**config.mk**
```make
export PLATFORM = sky130hd
export DESIGN_NAME = stopwatch_ctrl
export DESIGN_NICKNAME = d
export VERILOG_FILES = /design/src/rtl/stopwatch_pkg.sv /design/src/rtl/btn_debounce.sv /design/src/rtl/stopwatch_ctrl.sv
export SDC_FILE = /design/constraint.sdc
export NUM_CORES = 1
export LEC_CHECK = 0
export ABC_AREA = 1
export ABC_CLOCK_PERIOD_IN_PS = 2000
export CORE_ASPECT_RATIO = 0.5
export CORE_MARGIN = 2
export CORE_UTILIZATION = 43
export DETAILED_ROUTE_END_ITERATION = 10
export REMOVE_ABC_BUFFERS = 1
export SETUP_SLACK_MARGIN = 0.3
export SYNTH_ARGS = -nofsm -noshare
export SYNTH_HDL_FRONTEND = slang
export SYNTH_SLANG_ARGS = --single-unit
```
**constraint.sdc**
```tcl
create_clock -name clk -period 2 [get_ports clk]
set_clock_uncertainty 0.1 [all_clocks]
set_input_delay 0.4 -clock clk [delete_from_list [all_inputs] [get_ports clk]]
set_output_delay 0.4 -clock clk [all_outputs]
set_load 0.03 [all_outputs]
```
**src/rtl/stopwatch_pkg.sv**
```systemverilog
// Shared state encoding and output decode for the stopwatch controller.
// Encoding 2'd3 is unused and treated as a recoverable illegal state.
package stopwatch_pkg;

    typedef enum logic [1:0] {
        IDLE = 2'd0,
        RUN  = 2'd1,
        HOLD = 2'd2
    } state_t;

    localparam logic [1:0] ST_ILLEGAL = 2'd3;

    typedef struct packed {
        logic start;
        logic pause;
    } run_ctl_t;

    function automatic run_ctl_t decode_state(input state_t s);
        run_ctl_t ctl;
        ctl = '{start: 1'b0, pause: 1'b0};
        case (s)
            RUN:     ctl = '{start: 1'b1, pause: 1'b0};
            HOLD:    ctl = '{start: 1'b1, pause: 1'b1};
            default: ctl = '{start: 1'b0, pause: 1'b0};
        endcase
        return ctl;
    endfunction

endpackage

```
**src/rtl/btn_debounce.sv**
```systemverilog
// Raw pushbutton conditioning: 2-flop synchronizer, stability counter and a
// registered one-cycle pulse on the debounced rising edge only.
module btn_debounce #(
    parameter int DEBOUNCE_CYCLES = 1000000,
    parameter int CNT_W           = 24
) (
    input  logic clk,
    input  logic reset,
    input  logic btn,
    output logic press
);

    localparam logic [CNT_W-1:0] CNT_MAX = CNT_W'(DEBOUNCE_CYCLES - 1);

    logic             sync_1;
    logic             sync_2;
    logic             level;
    logic             level_q;
    logic [CNT_W-1:0] cnt;

    always_ff @(posedge clk or posedge reset) begin
        if (reset) begin
            sync_1 <= 1'b0;
            sync_2 <= 1'b0;
        end else begin
            sync_1 <= btn;
            sync_2 <= sync_1;
        end
    end

    // Any sample matching the current level restarts the stability count.
    always_ff @(posedge clk or posedge reset) begin
        if (reset) begin
            level <= 1'b0;
            cnt   <= '0;
        end else if (sync_2 == level) begin
            cnt <= '0;
        end else if (cnt == CNT_MAX) begin
            level <= sync_2;
            cnt   <= '0;
        end else begin
            cnt <= cnt + CNT_W'(1);
        end
    end

    always_ff @(posedge clk or posedge reset) begin
        if (reset) begin
            level_q <= 1'b0;
            press   <= 1'b0;
        end else begin
            level_q <= level;
            press   <= level & ~level_q;
        end
    end

endmodule

```
**src/rtl/stopwatch_ctrl.sv**
```systemverilog
// Start/pause/clear controller for a stopwatch counter, driven by two
// debounced pushbuttons; state is exported on state_o for LEDs and debug.
module stopwatch_ctrl
    import stopwatch_pkg::*;
#(
    parameter int DEBOUNCE_CYCLES = 1000000,
    parameter int CNT_W           = 24
) (
    input  logic       clk,
    input  logic       reset,
    input  logic       btn_go,
    input  logic       btn_clr,
    output logic       start,
    output logic       pause,
    output logic       clear,
    output logic [1:0] state_o
);

    state_t   state;
    state_t   state_next;
    run_ctl_t ctl_next;
    logic     go_ev;
    logic     clr_ev;

    btn_debounce #(
        .DEBOUNCE_CYCLES(DEBOUNCE_CYCLES),
        .CNT_W          (CNT_W)
    ) u_go_btn (
        .clk  (clk),
        .reset(reset),
        .btn  (btn_go),
        .press(go_ev)
    );

    btn_debounce #(
        .DEBOUNCE_CYCLES(DEBOUNCE_CYCLES),
        .CNT_W          (CNT_W)
    ) u_clr_btn (
        .clk  (clk),
        .reset(reset),
        .btn  (btn_clr),
        .press(clr_ev)
    );

    // Clear overrides any simultaneous go event.
    always_comb begin
        state_next = state;
        case (state)
            IDLE:    if (go_ev) state_next = RUN;
            RUN:     if (go_ev) state_next = HOLD;
            HOLD:    if (go_ev) state_next = RUN;
            default: state_next = IDLE;
        endcase
        if (clr_ev) state_next = IDLE;
        ctl_next = decode_state(state_next);
    end

    // Outputs are decoded from the next state so they change with the state.
    always_ff @(posedge clk or posedge reset) begin
        if (reset) begin
            state <= IDLE;
            start <= 1'b0;
            pause <= 1'b0;
            clear <= 1'b0;
        end else begin
            state <= state_next;
            start <= ctl_next.start;
            pause <= ctl_next.pause;
            clear <= clr_ev;
        end
    end

    assign state_o = state;

endmodule

```
# [Word-level counts from Yosys, hierarchy flattened]
# Index checks and enable logic that the tools add are counted.
[word_totals] ff_bits=63 inputBits=4 wordCells=45
[op_classes] addsub=2 eq_ne=8 n_mux=9 bitwise=6 reduce_logical=4
[op_table] cell="$mux W24" count=4
[op_table] cell="$add A24 B1 Y24 const B" count=2
[op_table] cell="$eq A24 B20 Y1 const B" count=2
[op_table] cell="$pmux W2 S2" count=2
[op_table] cell="$mux W2" count=3
[op_table] cell="$eq A2 B1 Y1 const B" count=2
[op_table] cell="$eq A2 B2 Y1 const B" count=2
[op_table] cell="$not A1 Y1" count=4
[op_table] cell="$reduce_and A2 Y1" count=2
[op_table] cell="$and A1 B1 Y1" count=2
[op_table] cell="$eq A1 B1 Y1" count=2
[op_table] cell="$logic_not A2 Y1" count=1
[op_table] cell="$reduce_or A2 Y1" count=1

# [Logic depth before layout (Yosys ltp)]
[logic_depth] ltp_word=6 ltp_mapped=9 mapped_depth_nobuf=9

# [Cells and area by module]
# A second synthesis with hierarchy kept.
[unflattened] cells_unflattened=458 area_unflattened_um2=3479.6
[modules_own_cells] mod="btn_debounce" n_inst=2 cells_each=218 area_each_um2=1637.8
[modules_own_cells] mod="stopwatch_ctrl" n_inst=1 cells_each=22 area_each_um2=203.9

# [Least setup slack after synthesis]
# OpenSTA, ideal clock, no wires.
[synth_timing] path_kind="register -> register" from="reg u_clr_btn.cnt[0]" to="reg u_clr_btn.cnt[14]" setup_ps=119 arrival_time_ps=1199 t_required_ps=1781 slack_ps=582 path_stages_with_launch=9 period_less_slack_ps=1418 cell_sequence="dfrtp_1 > ha_1 > nand2_1 > nor2_4 > nand2_4 > nor2_4 > nand3_2 > nand2_2 > nor2_1"
[synth_via] elab_chain_len=3 word_cells_on_any_way=4
[synth_lines] item="start, declared" line_no="btn_debounce.sv:19" source="logic [CNT_W-1:0] cnt;"
[synth_lines] item="start signal, assigned" line_no="btn_debounce.sv:42" source="cnt <= cnt + CNT_W'(1);"
[synth_lines] item="$add A24 B1 Y24 or $eq A24 B20 Y1 (tied branches)" line_no="btn_debounce.sv:42, btn_debounce.sv:38"
[synth_lines] item="$mux W24 *" line_no="btn_debounce.sv:38" source="end else if (cnt == CNT_MAX) begin"
[synth_lines] item="$mux W24 *" line_no="btn_debounce.sv:36" source="end else if (sync_2 == level) begin"
# Mark *: on every way between the ends. The rest lies on a longest branch, timed or not.
# A chain may end at the register's enable or synchronous reset.

# [Worst setup path in the final report]
[layout_timing] from="reg state[0] (netlist: state_o[0])" to="out state_o[0]"
[layout_lines] item="start, declared" line_no="stopwatch_ctrl.sv:19" source="state_t state;"
[layout_lines] item="start signal, assigned" line_no="stopwatch_ctrl.sv:66" source="state <= state_next;"
[layout_lines] item="end, declared" line_no="stopwatch_ctrl.sv:16" source="output logic [1:0] state_o"
# No word-level cell between the ends.

==> metrics.md <==
| Metric | Value |
|---|---|
| Antenna viol nets, final | 0 |
| Post-detailed-placement cell area | 3675 um^2 |
| Worst reg-to-reg path cell count | 8 |
| Launch point of the worst path | state_o[0] |
| Worst Path Arrival | 1.10 ns |
| # Max-Cap Violations | 0 |
| Core Region | slightly below 8000 um^2 |
| Antenna violations before repair | 0 |
| TritonCTS buffer count | 9 |
| Capture point of the worst reg-to-reg path | u_go_btn.cnt[18] |
| Die Outline Area | approximately 8800 um^2 |
| Detailed placer's ending HPWL | 4.914 mm |
| Delay of the slowest cell on the worst path | about 0.4 ns |
| Crit path max fanout | 4 |
| Fin nets | 469 |
| Mean instance size in the synthesized netlist | just under 8 um^2 |
| Leading post-synthesis cells by cell area | sky130_fd_sc_hd__dfrtp_1 (46%), sky130_fd_sc_hd__nor2_1 (11%), sky130_fd_sc_hd__nand2_1 (10%) |
| Time the final worst path needs with I/O delays and setup | 1.599 ns |
| Number of top-level pins | 9 |
| Unrepaired setup endpoints after global routing | yes |
| Quantity of I/O buffers inserted on ports | 8 |
| Number of buffers inserted for hold repair after clock tree synthesis | 0 |
| Overall routing resource usage | 0.1848 |
| CP bufs+invs | 1 |
| WP depth | 1 |
| Path class of the lowest-slack min-delay path | flop to flop |
| Share of the synthesized area in the top cell type | 0.4569 |
| Cell count after synthesis | ~440 |
| First-iteration detailed-routing DRC count | 167 |
| CP endpoint kind | primary output |
| Via count of the first global-routing pass | between 2000 and 3000 |
| Maximum buffer depth of the clock tree | 2 |
| Antenna fix cells | 0 |
| Maximum clock rate | between 0.6 and 0.7 GHz |
| Critical R2R Launch | u_go_btn.cnt[0] |
| H-tree depth reported by CTS | 3 |
| Endpoints failing hold | 0 |
| Clock latency on the worst-skew pair | 0.33 ns |
| Library cell occupying the most area in the post-synthesis netlist | sky130_fd_sc_hd__dfrtp_1 |
| Worst setup slack for register-to-register paths | around 0.43 ns |
| Die span in y | 67.35 um |
| Sinks on the clock net | 63 |
| Clock transition time at the flip-flop clock pins of the worst setup and hold paths | ~0.050 ns |
| Maximum VDD drop | ~390 uV |
| Number of vias after detailed routing | 2585 |
| Critical Path Sink | state_o[0] |
| Final WL | 6.865 mm |
| Leading cell type in the layout, fill and taps excluded | sky130_fd_sc_hd__nor2_1 |
| Via density per instance | 4.465 |
| Routing usage on met2 | 0.2917 |
| Proportion of layout cells with a drive suffix above 1 | 0.1221 |
| Number of placed cells counting well taps | ~560 |
| Tightest slew margin relative to the limit | 0.7624 |
| Critical setup path kind | flop to primary output |
| DIE WIDTH | 130.7 um |
| Transition at the pin with the smallest max-transition slack | around 0.36 ns |
| Relative area change from synthesis to final layout | 16.32% |
| DRC violation count after routing | 0 |
| Run status | finished clean |
| First-pass GRT wire length | 11.99 mm |
| Number of setup violations in the final report | 0 |
| Cell chain of the critical path | dlygate4sd2_1 |
| Yosys warning total | 0 |
| Met1 capacity usage during global routing | 0.2382 |
| Startpoint of the worst hold path | u_go_btn.sync_1 |
| Clock tree root driver cell | sky130_fd_sc_hd__clkbuf_16 |
| Weighted congestion at the end of routability-driven global placement | between 0.8 and 0.9 |
| Post-Layout Inst Area | 4014 um^2 |
| Pwr dens | 769.0 nW/um^2 |
| WHS | 0.2436 ns |
| Most Crowded Layer GR | met2 |
| First drt pass iteration count | 6 |
| Site Rows | 23 |
| Leading cell types in the layout, fill and taps excluded | sky130_fd_sc_hd__nor2_1 (105), sky130_fd_sc_hd__nand2_1 (95), sky130_fd_sc_hd__dfrtp_1 (63), sky130_fd_sc_hd__inv_1 (51), sky130_fd_sc_hd__nand3_1 (32) |
| Final period util | 0.7993 |
| Largest net degree at the start of global routing | 64 |
| Required arrival time at the worst endpoint | about 1.5 ns |
| Slowest-stage cell, CP | sky130_fd_sc_hd__dlygate4sd2_1 |
| Clock tree from TritonCTS | done |
| Fill cell instance count of the final layout | 750 |
| Startpoint Class | flop |
| Met3 usage in global routing | 0.06022 |
| DR WL/cell | 11.86 um |
| Top delay family on crit path | buffers and inverters |
| Overall overflow remaining after global route | 0 |
| Count of non-filler cells in the finished layout | 579 |
| Static leakage power | 1.865 nW |
| Effective utilization at floorplan | 0.4376 |
| Final number of max-transition violations | 0 |
| Distinct cells, synth | 28 |
| Post-Synthesis Cell Area | 3451 um^2 |
| Number of register bits inferred by synthesis | 63 |
| Sequential cell area fraction in the yosys report | 0.4569 |
| Setup TNS | 0 ns |
final cells by class:
| class | instances | area, um^2 | area share |
|---|---|---|---|
| multi-input cells | 322 | 1660 | 0.4137 |
| flip-flops and latches | 63 | 1577 | 0.3928 |
| clock inverters | 3 | 65.06 | 0.01621 |
| inverters | 56 | 210.2 | 0.05237 |
| clock buffers | 13 | 260.3 | 0.06484 |
| well taps | 112 | 140.1 | 0.03491 |
| repair buffers | 10 | 101.3 | 0.02525 |
cells in the mapped netlist (all sizes together):
cell	instances
and3	1
and2	2
inv	56
xnor2	9
ha	3
nand2	105
buf	2
o21ai	4
nor3b	2
xor2	18
nor3	2
dfrtp	63
nand3	34
nor2	127
nand4	8
o21bai	1
a21oi	6
routing by layer:
layer | vias to the layer above | share of wire
met3 | 4 | 0.033
met4 | 0 | 0.0084
met2 | 27 | 0.45
met1 | 1161 | 0.51
li1 | 1393 | -
met5 | - | 0
timing repair:
| action | in CTS | in global routing |
|---|---|---|
| setup endpoints to repair | 5 | 6 |
| pin swaps | 0 | 1 |
| setup buffers | 0 | 1 |
| resized for setup | 5 | 2 |
state kept, by name, summed over array words and instances, names as in the netlist:
name,flops
clear,1
pause,1
start,1
state_o,2
u_clr_btn.cnt,24
u_clr_btn.level,1
u_clr_btn.level_q,1
u_clr_btn.press,1
u_clr_btn.sync_1,1
u_clr_btn.sync_2,1
u_go_btn.cnt,24
u_go_btn.level,1
u_go_btn.level_q,1
u_go_btn.press,1
u_go_btn.sync_1,1
u_go_btn.sync_2,1
how the worst min path moves through the flow:
stage	end	cells after the start
2_1_floorplan	u_clr_btn.sync_2	0
3_3_place_gp	u_go_btn.sync_2	0
3_5_place_dp	u_clr_btn.sync_2	0
4_1_cts	u_go_btn.sync_2	0
5_1_grt	u_go_btn.sync_2	0
6_report	u_go_btn.sync_2	0
stage by stage:
| stage | util | power (mW) | setup slack (ns) |
|---|---|---|---|
| floorplan | - | 1.373 | -0.06975 |
| finish | 0.5090 | 3.086 | 0.4014 |
| global placement | 0.4660 | 1.407 | 0.4656 |
| detailed placement | 0.4660 | 1.406 | 0.4194 |
| global route | 0.5090 | 3.199 | 0.2868 |
| CTS | 0.5065 | 3.130 | 0.3811 |
power breakdown:
part           switching (mW)  internal, mW
clock                   0.549          1.16
combinational          0.0568        0.0237
sequential            0.00993          1.29
total                   0.616          2.47
cells by family (layout without fill, tap and decap cells):
group | after synthesis | after routing | synth area share
AOI/OAI and AO/OA | 11 | 11 | 0.01668
xor gates and xnor gates | 27 | 27 | 0.07288
DFF | 63 | 63 | 0.4569
buffers and inverters | 58 | 82 | 0.06563
and+or+nand+nor | 281 | 281 | 0.3771
adders and majority gates | 3 | 3 | 0.01088
Power figures use the tool's default switching activity.
